$ cat src/rtl/bus_xfer_ctrl.sv
// Register-bus transfer initiator: OE-strobes a source register, captures the bus, then
// WE-strobes the destination. Optional immediate-write commands under BUS_XFER_IMM_EN.
module bus_xfer_ctrl #(
  parameter int unsigned DATA_W   = 8,
  parameter int unsigned NUM_REGS = 4,
  parameter int unsigned ID_W     = 2
) (
  input  logic                CLK,
  input  logic                RESET,
  input  logic                cmd_valid,
  output logic                cmd_ready,
  input  logic [ID_W-1:0]     cmd_src,
  input  logic [ID_W-1:0]     cmd_dst,
`ifdef BUS_XFER_IMM_EN
  input  logic                cmd_imm_sel,
  input  logic [DATA_W-1:0]   cmd_imm,
`endif
  input  logic [DATA_W-1:0]   bus_in,
  output logic [DATA_W-1:0]   bus_out,
  output logic [NUM_REGS-1:0] oe,
  output logic [NUM_REGS-1:0] we,
  output logic                xfer_done,
  output logic                xfer_err,
  output logic [DATA_W-1:0]   xfer_data
);

  localparam logic [2:0] StIdle  = 3'd0;
  localparam logic [2:0] StFetch = 3'd1;
  localparam logic [2:0] StHold  = 3'd2;
  localparam logic [2:0] StWrite = 3'd3;
  localparam logic [2:0] StDone  = 3'd4;

  localparam logic [ID_W:0] NumRegsW = (ID_W+1)'(NUM_REGS);

  logic                imm_sel;
  logic [DATA_W-1:0]   imm_val;
`ifdef BUS_XFER_IMM_EN
  assign imm_sel = cmd_imm_sel;
  assign imm_val = cmd_imm;
`else
  assign imm_sel = 1'b0;
  assign imm_val = '0;
`endif

  logic [2:0]          state_q, state_d;
  logic [ID_W-1:0]     src_q, src_d;
  logic [ID_W-1:0]     dst_q, dst_d;
  logic [DATA_W-1:0]   data_q, data_d;
  logic                cmd_ready_q, cmd_ready_d;
  logic [DATA_W-1:0]   bus_out_q, bus_out_d;
  logic [NUM_REGS-1:0] oe_q, oe_d;
  logic [NUM_REGS-1:0] we_q, we_d;
  logic                done_q, done_d;
  logic                err_q, err_d;
  logic [DATA_W-1:0]   xfer_data_q, xfer_data_d;
  logic                src_bad, dst_bad;

  assign src_bad = ({1'b0, cmd_src} >= NumRegsW);
  assign dst_bad = ({1'b0, cmd_dst} >= NumRegsW);

  always_comb begin
    state_d = state_q;
    src_d   = src_q;
    dst_d   = dst_q;
    data_d  = data_q;
    err_d   = 1'b0;
    unique case (state_q)
      StIdle: begin
        // cmd_ready is high exactly when idle, so cmd_valid alone means accept here
        if (cmd_valid) begin
          src_d = cmd_src;
          dst_d = cmd_dst;
          if (imm_sel) begin
            data_d = imm_val;
            if (dst_bad) err_d = 1'b1;
            else         state_d = StWrite;
          end else if (src_bad || dst_bad) begin
            err_d = 1'b1;
          end else begin
            state_d = StFetch;
          end
        end
      end
      StFetch: state_d = StHold;
      StHold: begin
        data_d  = bus_in;
        state_d = StWrite;
      end
      StWrite: state_d = StDone;
      StDone:  state_d = StIdle;
      default: state_d = StIdle;
    endcase
  end

  // Outputs are decoded from the next state so every strobe comes straight from a flop
  always_comb begin
    oe_d = '0;
    we_d = '0;
    for (int unsigned i = 0; i < NUM_REGS; i++) begin
      oe_d[i] = ((state_d == StFetch) || (state_d == StHold)) && (src_d == ID_W'(i));
      we_d[i] = (state_d == StWrite) && (dst_d == ID_W'(i));
    end
    bus_out_d   = (state_d == StWrite) ? data_d : '0;
    done_d      = (state_d == StDone);
    xfer_data_d = (state_d == StDone) ? data_d : xfer_data_q;
    cmd_ready_d = (state_d == StIdle);
  end

  always_ff @(posedge CLK) begin
    if (RESET) begin
      state_q     <= StIdle;
      src_q       <= '0;
      dst_q       <= '0;
      data_q      <= '0;
      cmd_ready_q <= 1'b1;
      bus_out_q   <= '0;
      oe_q        <= '0;
      we_q        <= '0;
      done_q      <= 1'b0;
      err_q       <= 1'b0;
      xfer_data_q <= '0;
    end else begin
      state_q     <= state_d;
      src_q       <= src_d;
      dst_q       <= dst_d;
      data_q      <= data_d;
      cmd_ready_q <= cmd_ready_d;
      bus_out_q   <= bus_out_d;
      oe_q        <= oe_d;
      we_q        <= we_d;
      done_q      <= done_d;
      err_q       <= err_d;
      xfer_data_q <= xfer_data_d;
    end
  end

  assign cmd_ready = cmd_ready_q;
  assign bus_out   = bus_out_q;
  assign oe        = oe_q;
  assign we        = we_q;
  assign xfer_done = done_q;
  assign xfer_err  = err_q;
  assign xfer_data = xfer_data_q;

endmodule

$ cat config.mk
export PLATFORM = sky130hd
export DESIGN_NAME = bus_xfer_ctrl
export DESIGN_NICKNAME = d
export VERILOG_FILES = /design/src/rtl/bus_xfer_ctrl.sv
export SDC_FILE = /design/constraint.sdc
export NUM_CORES = 1
export LEC_CHECK = 0
export BUFFER_PORTS_ARGS = -buffer_cell sky130_fd_sc_hd__buf_2
export CORE_MARGIN = 2
export CORE_UTILIZATION = 50
export CTS_CLUSTER_DIAMETER = 200
export DETAILED_ROUTE_END_ITERATION = 7
export MAX_ROUTING_LAYER = met4
export PLACE_DENSITY_LB_ADDON = 0.1
export RECOVER_POWER = 100
export SLEW_MARGIN = 30
export SYNTH_ARGS = -nofsm -noshare
export SYNTH_HDL_FRONTEND = slang
export SYNTH_SLANG_ARGS = --single-unit
export TNS_END_PERCENT = 30
$ cat constraint.sdc
create_clock -name CLK -period 4.3 [get_ports CLK]
set_clock_uncertainty 0.15 [all_clocks]
set_input_delay 0.43 -clock CLK [delete_from_list [all_inputs] [get_ports CLK]]
set_output_delay 0.43 -clock CLK [all_outputs]
set_load 0.01 [all_outputs]
==> results.yml, run 1 <==
outcome:
  run_status: "complete, but fails checks"
  failing_checks: "capacitance limit, slew limit"
clock_tree:
  cts_setup_buffers: 0
  clock_transition_time_at_the_flip_flop_clock_pins_of_the_worst_setup_and_hold_paths_ns: 0.12
  cts_made_buffers: 5
  cts.hold.buffers_added: 0
  cts.path.max_buffers: 2
  cts_tree: "yes"
  worst_skew_late_latency_ns: 0.35
  cts_sinks: 41
  clock_tree.root_cell: "sky130_fd_sc_hd__clkbuf_4"
  htreeDepth: 2
  post_cts_resized: 0
timing:
  max_freq_ghz: 0.4265
  grt_setup_unrepaired: "false"
  worst_pin_slew_ns: 1.637
  fin_crit_sh_pct: 54.53
  finalSetupViolCount: 0
  timing.max_slew.rel_slack_pct: -10.69
  final-max-slew-violation-count: 13
  timing.final.crit_period_ns: 2.345
  finalHoldViolCount: 0
  finalSetupTns_ns: 0
global_route:
  grt_pass1_wl_um: 3905
  grt_max_degree: 30
  vias_in_the_first_global_route: 899
  grt.overflow.total: 0
  groute.usage.overall_pct: 16.60
  antenna_found_initial: 0
yosys:
  yosys.area.top_type: "sky130_fd_sc_hd__dfxtp_1"
  synth_seq_area_share_pct: 57.54
  yosys-top-cells-area: "sky130_fd_sc_hd__dfxtp_1, sky130_fd_sc_hd__mux2i_1, sky130_fd_sc_hd__nand2_1, sky130_fd_sc_hd__nor2_1, sky130_fd_sc_hd__and2_1"
  post_synth_instance_area_um2: 1426
  synth-edff-count: 0
  synth-seq-cells: 41
  synth_fp_nets: 152
  synth.top_cell.area_share_pct: 57.54
  syn-instance-count: 137
  synth_ff_type: "sky130_fd_sc_hd__dfxtp_1"
  fraction_of_registers_with_async_set_or_reset_after_synthesis_pct: 0
  syn-mean-instance-area_um2: 10.41
  ys_warn_count: 0
  synth_cell_type_count: 29
floorplanning:
  row_count: 19
  fp.dieArea_um2: 3296
  die-width_um: 57.41
  initial_utilization_pct: 52.17
  chipHeight_um: 57.41
  core_area_um2: 2734
  boundaryPins: 42
routing:
  num_vias: 1043
  routed_wl_um: 2502
  number_of_routed_nets_with_antenna_violations: 0
  drt_iter0_markers: 16
  viasPerCell: 5.063
  drtPass1Iterations: 4
  drt_drc_violations_left: 0
  drt-wirelength-per-cell_um: 12.15
setup_path:
  path_class: "reg2reg"
  max_stage_delay_ns: 1.33
  cp-end-kind: "register"
  regToRegSetupSlack_ns: 1.96
  slowest_stage_cell_on_the_critical_path: "sky130_fd_sc_hd__nor4b_1"
  timing.critical_path.from: "state_q[1]$_SDFF_PP0_"
  critPathLaunchType: "register"
  crit_chain: "nor4b_1 -> and3_1"
  critical_path_required_ns: 4.44
  regToRegStartpoint: "state_q[1]$_SDFF_PP0_"
  critical_path_arrival_ns: 2.48
  critical_path_peak_fanout: 12
placed_design:
  dp_hpwl_um: 1718
  io_buffers: 40
  gp_congestion: 0.8738
pwr:
  irDropWorstVdd_mv: 0.4614
  leakagePower_uw: 0.0006242
  power_uw: 729.5
  power_per_cell_area_nw_per_um2: 449.6
final_layout:
  syn2layout_area_growth_pct: 13.77
  num_antenna_cells: 0
  post_route_cells_drive_above_1_share_pct: 12.57
  finalNetCount: 189
run:
  max_cap_viol_count: 1
worst_hold_path:
  timing.hold.worst.class: "in2reg"
  hold_start: "bus_in[4]"
[per-layer routing]
metal | part of all wire, % | GRT usage (%) | wire, µm | vias up
met2 | 46 | 25.32 | 1156 | 30
met4 | 1.9 | 7.973 | 48 | 0
met3 | 7.2 | 7.937 | 180 | 6
li1 | - | - | - | 528
met1 | 45 | 18.10 | 1117 | 479
met5 | 0 | - | 0 | -
[critical path: cells and delay by family, from the launching register on]
family	cells	cell delay (ns)
DFF	1	0.51
and+or+nand+nor	2	1.63
[final cells by class]
class                           instances  area, µm²
Sequential cell                        41      820.8
Clock inverter                          1      30.03
Multi-Input combinational cell         83      499.2
Clock buffer                            7      55.05
Fill cell                             269       1111
Timing Repair Buffer                   40      167.7
Inverter                                3      11.26
Tap cell                               31      38.79
[registers in the layout (all words and copies together) (netlist names), 2 cells and up]
| name | cells |
|---|---|
| xfer_data | 8 |
| we | 4 |
| src_q | 2 |
| data_q | 8 |
| state_q | 3 |
| bus_out | 8 |
| dst_q | 2 |
| oe | 4 |
[Yosys cell counts, types with 2 or more instances]
cell / instances
sky130_fd_sc_hd__a22o_1: 2
sky130_fd_sc_hd__clkbuf_1: 2
sky130_fd_sc_hd__dfxtp_1: 41
sky130_fd_sc_hd__nor4b_4: 2
sky130_fd_sc_hd__nor3_1: 3
sky130_fd_sc_hd__mux2i_1: 11
sky130_fd_sc_hd__buf_4: 3
sky130_fd_sc_hd__a21oi_1: 8
sky130_fd_sc_hd__nor2_1: 15
sky130_fd_sc_hd__buf_2: 2
sky130_fd_sc_hd__and2_1: 8
sky130_fd_sc_hd__nand2_1: 17
sky130_fd_sc_hd__nor3b_1: 2
sky130_fd_sc_hd__nand3b_1: 2
sky130_fd_sc_hd__buf_1: 2
sky130_fd_sc_hd__inv_1: 3
sky130_fd_sc_hd__o32ai_1: 2
[kinds of logic (layout without fill, tap and decap cells)]
logic type	Yosys count	after routing	share of synthesized area, %
DFF	41	41	57.54
other	1	1	0.2629
xor gates and xnor gates	1	1	0.6141
buffers and inverters	13	51	4.912
AOI/OAI and AO/OA	13	13	5.790
muxes	11	11	7.720
and+or+nand+nor	57	57	23.16
[cell usage in the layout, fill, tap and decap left out, drive strengths merged]
| master | n |
|---|---|
| a21oi | 8 |
| a22o | 2 |
| and2 | 8 |
| and3 | 1 |
| and3b | 2 |
| buf | 14 |
| bufinv | 1 |
| clkbuf | 33 |
| conb | 1 |
| dfxtp | 41 |
| inv | 3 |
| mux2i | 11 |
| nand2 | 17 |
| nand3b | 2 |
| nor2 | 16 |
| nor3 | 3 |
| nor3b | 2 |
| nor4 | 1 |
| nor4b | 2 |
| nor4bb | 1 |
| o31ai | 1 |
| o32ai | 2 |
| or3 | 1 |
| or4b | 1 |
| xnor2 | 1 |
[power by group]
part / total, µW / internal, µW / switching [µW]
Sequential: 410 / 397 / 12.8
Clock: 257 / 139 / 118
Combinational: 62.5 / 28.5 / 33.9
Total: 730 / 565 / 165
[through the flow]
stage | cells | util [%] | setup slack [ns] | hold slack [ns] | instance area (µm²)
global placement | 198 | 58.95 | 2.484 | 0.2895 | 1612
global route | 206 | 59.36 | 1.586 | 0.1152 | 1623
floorplan | 137 | - | 2.869 | 0.2791 | 1426
finish | 206 | 59.36 | 1.955 | 0.1453 | 1623
detailed placement | 198 | 58.95 | 2.448 | 0.2970 | 1612
CTS | 206 | 62.06 | 2.444 | 0.1295 | 1697
[worst paths after layout]
path | to | depth (start not counted)
hold reg to reg | xfer_data[3]$_SDFFE_PP0P_ | 2
hold / removal | bus_out[4]$_SDFF_PP0_ | 2
setup / recovery | we[3]$_SDFF_PP0_ | 2
setup reg to reg | we[3]$_SDFF_PP0_ | 2
Note: power is estimated with default switching activity, not from simulation.
==> inputs of run 2 (changes only) <==
--- a/config.mk
+++ b/config.mk
@@ -7,7 +7,7 @@
 export LEC_CHECK = 0
 export BUFFER_PORTS_ARGS = -buffer_cell sky130_fd_sc_hd__buf_2
 export CORE_MARGIN = 2
-export CORE_UTILIZATION = 50
+export CORE_UTILIZATION = 49
 export CTS_CLUSTER_DIAMETER = 200
 export DETAILED_ROUTE_END_ITERATION = 7
 export MAX_ROUTING_LAYER = met4
==> constraint.sdc (replaced) <==
create_clock -name CLK -period 2.2 [get_ports CLK]
set_clock_uncertainty 0.15 [all_clocks]
set_input_delay 0.22 -clock CLK [delete_from_list [all_inputs] [get_ports CLK]]
set_output_delay 0.22 -clock CLK [all_outputs]
set_load 0.01 [all_outputs]
==> results.yml, run 2 (synthesis gave the netlist of run 1 again) <==
floorplanning:
  initial_utilization_pct: 51.72
  die-width_um: 57.96
  chipHeight_um: 57.96
  row_count: 19
  core_area_um2: 2758
  fp.dieArea_um2: 3359
  boundaryPins: 42
global_route:
  groute.usage.overall_pct: 16.07
  vias_in_the_first_global_route: 948
  grt.overflow.total: 0
  grt_max_degree: 30
  antenna_found_initial: 0
  grt_pass1_wl_um: 3995
setup_path:
  slowest_stage_cell_on_the_critical_path: "sky130_fd_sc_hd__dfxtp_1"
  critical_path_required_ns: 2.28
  critical_path_peak_fanout: 10
  critPathLaunchType: "register"
  path_class: "reg2reg"
  crit_chain: "nor3b_1 -> clkbuf_1 -> mux2i_1 -> nor2_1"
  cp-end-kind: "register"
  critical_path_arrival_ns: 1.87
  max_stage_delay_ns: 0.53
timing:
  timing.final.crit_period_ns: 1.794
  worst_pin_slew_ns: 0.8106
  hold_ws_ns: 0.02134
  fin_crit_sh_pct: 81.54
  finalSetupViolCount: 0
  max_freq_ghz: 0.5574
  grt_setup_unrepaired: "false"
  finalSetupTns_ns: 0
  finalHoldViolCount: 0
  final-max-slew-violation-count: 0
  timing.max_slew.rel_slack_pct: 45.82
pwr:
  power_per_cell_area_nw_per_um2: 817.9
  leakagePower_uw: 0.0006758
  irDropWorstVdd_mv: 0.7265
final_layout:
  layout.core_utilization_pct: 63.38
  syn2layout_area_growth_pct: 22.54
  num_antenna_cells: 0
  most_frequent_standard_cell_in_the_layout_excluding_fill_and_tap_cells: "sky130_fd_sc_hd__dfxtp_1"
  finalNetCount: 201
  stdcell_count: 218
  layout.cells.most_common_list: "sky130_fd_sc_hd__dfxtp_1, sky130_fd_sc_hd__clkbuf_1, sky130_fd_sc_hd__nand2_1, sky130_fd_sc_hd__nor2_1, sky130_fd_sc_hd__buf_2"
  post_route_cells_drive_above_1_share_pct: 13.37
clock_tree:
  cts_sinks: 41
  cts.path.max_buffers: 2
  clock_tree.root_cell: "sky130_fd_sc_hd__clkbuf_4"
  htreeDepth: 2
  cts_made_buffers: 5
  cts_tree: "yes"
  cts_setup_buffers: 0
  clock_transition_time_at_the_flip_flop_clock_pins_of_the_worst_setup_and_hold_paths_ns: 0.12
  worst_skew_late_latency_ns: 0.35
routing:
  number_of_routed_nets_with_antenna_violations: 0
  routed_wl_um: 2588
  drt-wirelength-per-cell_um: 11.87
  drt_drc_violations_left: 0
  viasPerCell: 4.885
  drtPass1Iterations: 4
  num_vias: 1065
  drt_iter0_markers: 11
placed_design:
  gp_congestion: 0.7179
  io_buffers: 40
  placed_cells: 199
  dp_hpwl_um: 1717
run:
  max_cap_viol_count: 0
worst_hold_path:
  timing.hold.worst.class: "in2reg"
outcome:
  run_status: "finished, final reports clean"
-- run 2: final cells by class --
cell class,instances,area (µm²)
fill,243,1010
sequential,41,820.8
multi-input combinational,83,511.7
timing repair buffer,52,281.5
clock inverter,3,46.29
tap,31,38.79
clock buffer,5,37.54
inverter,3,11.26
-- run 2: worst max-delay path, delay by kind of cell, from the launching register on --
kind	cells	cell delay, ns
AND/OR/NAND/NOR	2	0.28
multiplexers	1	0.25
buffers and inverters	1	0.47
flip-flops	1	0.53
-- run 2: per-stage QoR --
stage	worst slack, ns	cell area, µm²	power [µW]
after global routing	0.2495	1748	1484
after CTS	0.5812	1808	1457
after floorplan	0.8007	1426	919.2
after global placement	0.6712	1614	953.0
after detailed placement	0.6135	1614	956.8
final	0.4060	1748	1430
-- run 2: path summary, 6_finish.rpt --
kind | startpoint | end | slack (ns) | cells past startpoint
worst min register to register | xfer_data[6]$_SDFFE_PP0P_ | xfer_data[6]$_SDFFE_PP0P_ | 0.32 | 2
worst max-delay path | state_q[1]$_SDFF_PP0_ | data_q[7]$_SDFF_PP0_ | 0.41 | 4
worst min-delay path | cmd_valid | state_q[0]$_SDFF_PP0_ | 0.02 | 3
worst max register to register | state_q[1]$_SDFF_PP0_ | data_q[7]$_SDFF_PP0_ | 0.41 | 4
-- run 2: what timing repair did --
action / in CTS / in global routing
hold buffers: 11 / 0
resized for setup: 0 / 0
endpoints found under the hold margin: 21 / 0
setup endpoints to repair: 0 / 0
-- run 2: report_power, final --
part | switching (µW) | leakage [µW] | internal [µW]
combinational | 68.5 | 0.000301 | 70.0
clock | 247 | 0.0000414 | 241
sequential | 26.8 | 0.000333 | 776
total | 343 | 0.000676 | 1090
-- run 2: routing by layer --
metal	up-vias	global-route usage (%)	share of wire (%)
li1	551	-	-
met4	0	6.977	1.7
met1	474	19.97	48
met3	7	4.018	5.3
met2	33	24.84	45
met5	-	-	0
==> inputs of run 3 (changes only) <==
--- a/config.mk
+++ b/config.mk
@@ -7,7 +7,7 @@
 export LEC_CHECK = 0
 export BUFFER_PORTS_ARGS = -buffer_cell sky130_fd_sc_hd__buf_2
 export CORE_MARGIN = 2
-export CORE_UTILIZATION = 49
+export CORE_UTILIZATION = 45
 export CTS_CLUSTER_DIAMETER = 200
 export DETAILED_ROUTE_END_ITERATION = 7
 export MAX_ROUTING_LAYER = met4
==> constraint.sdc (replaced) <==
create_clock -name CLK -period 1.5 [get_ports CLK]
set_clock_uncertainty 0.15 [all_clocks]
set_input_delay 0.15 -clock CLK [delete_from_list [all_inputs] [get_ports CLK]]
set_output_delay 0.15 -clock CLK [all_outputs]
set_load 0.01 [all_outputs]
==> results.yml, run 3 (synthesis gave the netlist of run 1 again) <==
outcome:
  run_status: "complete, but fails checks"
  failing_checks: "setup timing"
pwr:
  leakagePower_uw: 0.0008783
  power_per_cell_area_nw_per_um2: 1045
  irDropWorstVdd_mv: 0.6323
routing:
  viasPerCell: 4.611
  drt_drc_violations_left: 0
  drtPass1Iterations: 4
  number_of_routed_nets_with_antenna_violations: 0
  drt-wirelength-per-cell_um: 11.76
  routed_wl_um: 2869
  num_vias: 1125
  drt_iter0_markers: 22
final_layout:
  syn2layout_area_growth_pct: 38.16
  postLayoutCellArea_um2: 1971
  post_route_cells_drive_above_1_share_pct: 36.00
  most_frequent_standard_cell_in_the_layout_excluding_fill_and_tap_cells: "sky130_fd_sc_hd__buf_2"
  layout.cells.most_common_list: "sky130_fd_sc_hd__buf_2, sky130_fd_sc_hd__dfxtp_1, sky130_fd_sc_hd__nand2_1, sky130_fd_sc_hd__nor2_1, sky130_fd_sc_hd__dlygate4sd3_1"
  num_antenna_cells: 0
  finalNetCount: 214
global_route:
  vias_in_the_first_global_route: 1077
  grt.overflow.total: 0
  groute.usage.overall_pct: 17.41
  antenna_found_initial: 0
  grt_pass1_wl_um: 4464
  grt_max_degree: 15
setup_path:
  crit_chain: "dlygate4sd3_1 -> buf_4 -> or4b_4 -> nor2_4 -> a22o_1"
  path_delay_family: "buffers and inverters"
  critical_path_cell_count: 5
  path_buf_inv: 2
  max_stage_delay_ns: 0.54
  critical_path_arrival_ns: 1.64
  regToRegSetupSlack_ns: 0.07
  critPathLaunchType: "primary input"
  r2r_cells: 3
  path_class: "in2reg"
  crit-reg2reg-capture: "oe[2]$_SDFF_PP0_"
  regToRegStartpoint: "state_q[2]$_SDFF_PP0_"
  critical_path_required_ns: 1.64
  cp-end-kind: "register"
  critical_path_peak_fanout: 10
  slowest_stage_cell_on_the_critical_path: "sky130_fd_sc_hd__dlygate4sd3_1"
clock_tree:
  htreeDepth: 2
  clock_transition_time_at_the_flip_flop_clock_pins_of_the_worst_setup_and_hold_paths_ns: 0.11
  cts.path.max_buffers: 2
  clock_tree.root_cell: "sky130_fd_sc_hd__clkbuf_4"
  cts_made_buffers: 5
  worst_skew_late_latency_ns: 0.34
  cts_sinks: 41
  cts_tree: "yes"
timing:
  layout_setup_ws_ns: -0.002438
  grt_setup_unrepaired: "true"
  finalHoldViolCount: 0
  timing.final.crit_period_ns: 1.502
  final-max-slew-violation-count: 0
  finalSetupViolCount: 1
  max_freq_ghz: 0.6656
  fin_crit_sh_pct: 100.2
worst_hold_path:
  timing.hold.worst.class: "reg2reg"
  endpoint_of_the_worst_hold_timing_path: "xfer_data[2]$_SDFFE_PP0P_"
  hold_start: "data_q[2]$_SDFF_PP0_"
  worstHoldPathCells: 2
floorplanning:
  initial_utilization_pct: 47.11
  core_area_um2: 3028
  row_count: 20
  fp.dieArea_um2: 3636
  chipHeight_um: 60.30
  boundaryPins: 42
  die-width_um: 60.30
placed_design:
  placedInstanceArea_um2: 1695
  dp_hpwl_um: 1924
  pre_cts_slack_ns: 0.002018
  io_buffers: 40
  gp_congestion: 0.6845
run:
  max_cap_viol_count: 0
-- run 3: cell count changes in the layout (fill, tap and decap cells not counted), sizes merged --
cell / previous run / this run
buf: 14 / 51
clkbuf: 32 / 7
dlygate4sd3: 11 / 14
bufinv: 1 / 0
clkinvlp: 1 / 0
-- run 3: cell type report --
type                       count  area (µm²)
clock buffer                   7       65.06
inverter                       3       11.26
multi-input combinational     83       571.8
fill                         257        1057
timing repair buffer          65       432.9
clock inverter                 1       5.005
tap                           44       55.05
sequential                    41       829.5
-- run 3: how the worst max path moves through the flow --
stage                       endpoint  slack, ns                  start
finish              oe[2]$_SDFF_PP0_     -0.002                  RESET
global route        oe[2]$_SDFF_PP0_      -0.01                  RESET
CTS                 oe[2]$_SDFF_PP0_       0.01                  RESET
detailed placement  we[0]$_SDFF_PP0_      0.002  state_q[2]$_SDFF_PP0_
global placement    oe[2]$_SDFF_PP0_       0.07  state_q[2]$_SDFF_PP0_
floorplan           oe[0]$_SDFF_PP0_       0.10  state_q[2]$_SDFF_PP0_
-- run 3: where the power goes --
part	switching [µW]	total, µW	internal (µW)	leakage, µW
clock network	334	606	272	0.0000413
registers	36.4	1170	1140	0.000335
logic	125	278	154	0.000502
-- run 3: what timing repair did --
item,CTS,global route
setup endpoints to repair,3,9
setup buffers,0,1
pin swaps,0,2
gates resized for setup,1,14
endpoints found under the hold margin,25,0
gates cloned,0,1
hold buffers,14,0
-- run 3: per-layer routing --
metal,global-route usage (%),up-vias,part of all wire [%]
met4,9.524,0,1.1
met1,18.12,511,43
li1,-,574,-
met2,29.66,36,50
met5,-,-,0
met3,4.545,4,6.1
-- run 3: stage by stage --
step	hold slack [ns]	power (µW)	setup TNS, ns	utilization [%]	cells
5_1_grt	0.3324	2162	-0.03673	65.08	244
6_report	0.3102	2059	-0.002438	65.08	244
3_5_place_dp	0.2245	1427	0	55.99	220
4_1_cts	0.3122	2053	0	62.98	242
3_3_place_gp	0.2224	1420	0	55.99	220
2_1_floorplan	0.09626	1348	0	-	137
-- run 3: worst min-delay path, stage by stage (launching register included) --
cell and delay [ns]:
sky130_fd_sc_hd__dfxtp_1 0.32, sky130_fd_sc_hd__nand2_1 0.05, sky130_fd_sc_hd__a21oi_1 0.05
